<file path="src/rtl/sysid_checker_pkg.sv">
// sysid_checker_pkg: shared states, addresses and counter widths for sysid_checker
package sysid_checker_pkg;
  typedef logic [2:0] state_t;
  localparam state_t S_IDLE   = 3'd0;
  localparam state_t S_REQ_ID = 3'd1;
  localparam state_t S_LAT_ID = 3'd2;
  localparam state_t S_REQ_TS = 3'd3;
  localparam state_t S_LAT_TS = 3'd4;
  localparam state_t S_CHECK  = 3'd5;
  localparam state_t S_DONE   = 3'd6;
  localparam logic ADDR_ID = 1'b0;
  localparam logic ADDR_TS = 1'b1;
  localparam int TO_W  = 8;
  localparam int RT_W  = 3;
  localparam int LAT_W = 2;
endpackage

</file>
<file path="src/rtl/sysid_checker_avm_read_timeout.sv">
// avm_read_timeout: per-attempt waitrequest stall counter with expire pulse
module avm_read_timeout
  import sysid_checker_pkg::*;
#(
  parameter int TIMEOUT_CYCLES = 255
) (
  input  logic clock,
  input  logic reset_n,
  input  logic stall,
  output logic expire
);
  logic [TO_W-1:0] cnt;
  assign expire = stall && (cnt == TO_W'(TIMEOUT_CYCLES - 1));
  always_ff @(posedge clock or negedge reset_n)
    if (!reset_n) cnt <= '0;
    else cnt <= (stall && !expire) ? cnt + TO_W'(1) : '0;
endmodule

</file>
<file path="config.mk">
export PLATFORM = sky130hd
export DESIGN_NAME = avm_read_timeout
export DESIGN_NICKNAME = d
export VERILOG_FILES = /design/src/rtl/sysid_checker_pkg.sv /design/src/rtl/sysid_checker_avm_read_timeout.sv
export SDC_FILE = /design/constraint.sdc
export NUM_CORES = 1
export LEC_CHECK = 0
export CAP_MARGIN = 0
export CORE_AREA = 4 4 41 43
export DETAILED_ROUTE_END_ITERATION = 16
export DIE_AREA = 0 0 45 47
export PLACE_DENSITY = 0.51
export SLEW_MARGIN = 20
export SYNTH_ARGS = -nofsm -noshare
export SYNTH_HDL_FRONTEND = slang
export SYNTH_SLANG_ARGS = --single-unit
</file>
<file path="constraint.sdc">
create_clock -name clock -period 2.24 [get_ports clock]
set_input_delay 0.224 -clock clock [delete_from_list [all_inputs] [get_ports clock]]
set_output_delay 0.224 -clock clock [all_outputs]
set_load 0.005 [all_outputs]
</file>
==> summary.md <==
| Metric | Value |
|---|---|
| Status | `complete, no violations` |
| Buffers on Ports | `3` |
| Largest net degree at the start of global routing | `9` |
| Most frequent cells in the layout | `dfrtp_1 (8), nor2_1 (5)` |
| Delay of the slowest critical-path stage | `0.44 ns` |
| Global route hottest layer | `met2` |
| Largest register FFs | `8` |
| Worst Tran Pin Value | `0.445 ns` |
| Max Slew Vio Count | `0` |
| Worst slew margin | `0.700` |
| Clk slew on worst S/H paths | `0.06 ns` |
| Clk_lat worst skew | `0.25 ns` |
| Crit end category | `output port` |
| R2R setup slack | `0.81 ns` |
| I/O Pins | `4` |
| Leak | `0.220 nW` |
| Peak Freq | `0.476 GHz` |
| Largest family of logic cells by synthesized area | `simple AND/OR/NAND/NOR gates` |
| RR Startpoint | `cnt[0]$_DFF_PN0_` |
| Buffers & Inverters on Critical Path | `2` |
| Final wirelength | `823 um` |
| Final std cells w/o fill | `61` |
| Final worst path period share | `0.937` |
| Mux contribution to synthesized area | `0` |
| RD Place Congestion | `0.768` |
| Post-Syn Nets | `45` |
| Share of cells above drive strength 1 | `0.217` |
| Final net count | `53` |
| Post-layout min period | `2.10 ns` |
| Sequential Area | `200 um2` |
| Max rail drop VDD | `0.304 mV` |
| Vias per inst | `5.62` |
| Remaining global-route overflow | `0` |
| Final setup fails | `0` |
| Commonest non-fill, non-tap cell in the layout | `dfrtp_1` |
| Chip Height | `47 um` |
| Postcts setup bufs | `0` |
| Seq cells post-synth | `8` |
| Fin area | `490 um2` |
| Clock Root Buffer | `clkbuf_4` |
| Crit-path cells | `inv_1 -> ha_1 -> and3_2 -> and3_1 -> clkdlybuf4s50_1` |
| Synth Area in Compound Gates | `0.174` |
| Cells after DPL | `58` |
| CP Class | `flop to output port` |
| Power Total | `0.287 mW` |
| Routed vias | `343` |
| Met1 usage | `0.121` |
| Synthesis warning total | `0` |
| MaxCap Viol Count | `0` |
| Met2 Resource Use GR | `0.147` |
| First-pass detailed-route iteration total | `4` |
| Post-Synth XOR/XNOR Area | `0.0419` |
| Type of origin of the critical path | `flop` |
| CTS H-tree lvls | `1` |
| Initial DRC Count | `8` |
| Synth cell types | `20` |
| Cell Area, Synth | `418 um2` |
| Post-Synth Simple-Gate Area | `0.228` |
| Number of antenna violations at the first check in global routing | `0` |
| Final hold vios | `0` |
| DP Area | `467 um2` |
| Min-Delay Path Class | `input port to async pin` |
| Total core area | `1300 um2` |
| Initial core utilization | `0.321` |
| RSZ-0062 raised after global routing | `false` |
| Critical Path AT | `1.88 ns` |
| Diodes inserted | `0` |
| Biggest register | `cnt` |
| Vias in the first global route | `340` |
| Cell count after synthesis | `40` |
| Cell Rows | `13` |
| Crit-path max FO | `7` |
| DRC errors left | `0` |
| Synthesized area per cell | `10.4 um2` |
| Wire per inst | `13.5 um` |
| Bufs on Longest Clock Path | `2` |
| First-pass GRT wire length | `1480 um` |
| Synth-to-Final Area Change | `17.4%` |
| Adder-Cell Fraction of Synth Area | `0.0599` |
| Multi-input logic area | `211 um2` |
| Post-DP HPWL | `667 um` |
| DIE AREA | `2120 um2` |
| Post-Route Skew | `0.00516 ns` |
| CP max stage cell | `dfrtp_1` |
| DRT antenna net count | `0` |
| Top Registers | `cnt (8)` |
| Worst Hold Slack | `0.254 ns` |
| Fin Setup TNS | `0 ns` |
| GRT Util Overall | `0.0965` |
| # fillers | `140` |
| Die width | `45 um` |
| Worst r2r dst | `cnt[2]$_DFF_PN0_` |
| Met3 Usage GRT | `0.0460` |
| TritonCTS clock tree | `built` |
| Clock Sinks | `8` |
| Worst R2R Path Depth | `5` |
| Worst Path Required | `2.02 ns` |
| Total power per unit cell area | `585 nW/um2` |
| Crit-path leading delay family | `buffers and inverters` |
| CTS buffer count | `3` |
| Sequential area share after synthesis | `0.479` |
-- synthesized netlist by cell type --
| cell | count | area (um2) |
|---|---|---|
| and3_2 | 1 | 7.51 |
| nand4_2 | 1 | 12.5 |
| o21ai_0 | 2 | 10.0 |
| dfrtp_1 | 8 | 200 |
| o31a_1 | 1 | 8.76 |
| a31o_2 | 1 | 8.76 |
| and4_2 | 1 | 10.0 |
| xnor2_1 | 1 | 8.76 |
| nand2_1 | 1 | 3.75 |
| nor4_1 | 1 | 6.26 |
| ha_1 | 2 | 25.0 |
| a21oi_1 | 3 | 15.0 |
| nand3_1 | 3 | 15.0 |
| inv_1 | 2 | 7.51 |
| nor2_1 | 5 | 18.8 |
| o221a_2 | 2 | 22.5 |
| and4_1 | 1 | 8.76 |
| xor2_1 | 1 | 8.76 |
| and3_1 | 2 | 12.5 |
| o21a_1 | 1 | 7.51 |
-- timing repair --
item	4_1_cts	5_1_grt
hold buffers	0	0
gates resized for setup	0	1
setup endpoints to repair	0	1
hold endpoints to repair	0	0
-- stage by stage --
stage / util / setup WS [ns]
after floorplan: - / 0.963
after global placement: 0.359 / 0.454
after detailed placement: 0.359 / 0.398
after CTS: 0.376 / 0.122
after global routing: 0.377 / 0.0261
final: 0.377 / 0.140
-- report_power, final --
group / internal [mW] / switching (mW) / total [mW] / leakage, nW
combinational: 0.00956 / 0.0126 / 0.0221 / 0.0968
clock: 0.0612 / 0.0473 / 0.108 / 0.0138
sequential: 0.149 / 0.00748 / 0.157 / 0.109
-- how the worst max path moves through the flow --
stage	startpoint	end	slack, ns	cells past startpoint
floorplan	cnt[0]$_DFF_PN0_	expire	0.96	4
CTS	cnt[0]$_DFF_PN0_	expire	0.12	5
global placement	cnt[0]$_DFF_PN0_	expire	0.45	5
global route	cnt[0]$_DFF_PN0_	expire	0.03	5
finish	cnt[0]$_DFF_PN0_	expire	0.14	5
detailed placement	cnt[0]$_DFF_PN0_	expire	0.40	5
-- worst reg2reg max path, stage by stage (launching register included) --
cell	delay [ns]
dfrtp_1	0.44
inv_1	0.09
ha_1	0.20
nand3_1	0.08
o21ai_0	0.38
nor2_1	0.10
-- metal layers --
layer | wire, um | up-vias
met5 | 0 | -
met4 | 0 | 0
met3 | 41 | 0
met2 | 395 | 6
met1 | 385 | 175
li1 | - | 162
-- kinds of logic (layout without fill, tap and decap cells) --
group,Yosys count,after routing
XOR/XNOR,2,2
adder cells (fa/ha/maj),2,2
flip-flops,8,8
AND/OR/NAND/NOR,16,16
AO/OA/AOI/OAI,10,10
buffers and inverters,2,8
-- cell type report --
type,count,share of cell area
well taps,15,0.0383
repair buffers,3,0.0612
flip-flops and latches,8,0.408
clock buffers,3,0.0459
multi-input cells,30,0.431
inverters,2,0.0153
Note: power is estimated with default switching activity, not from simulation.
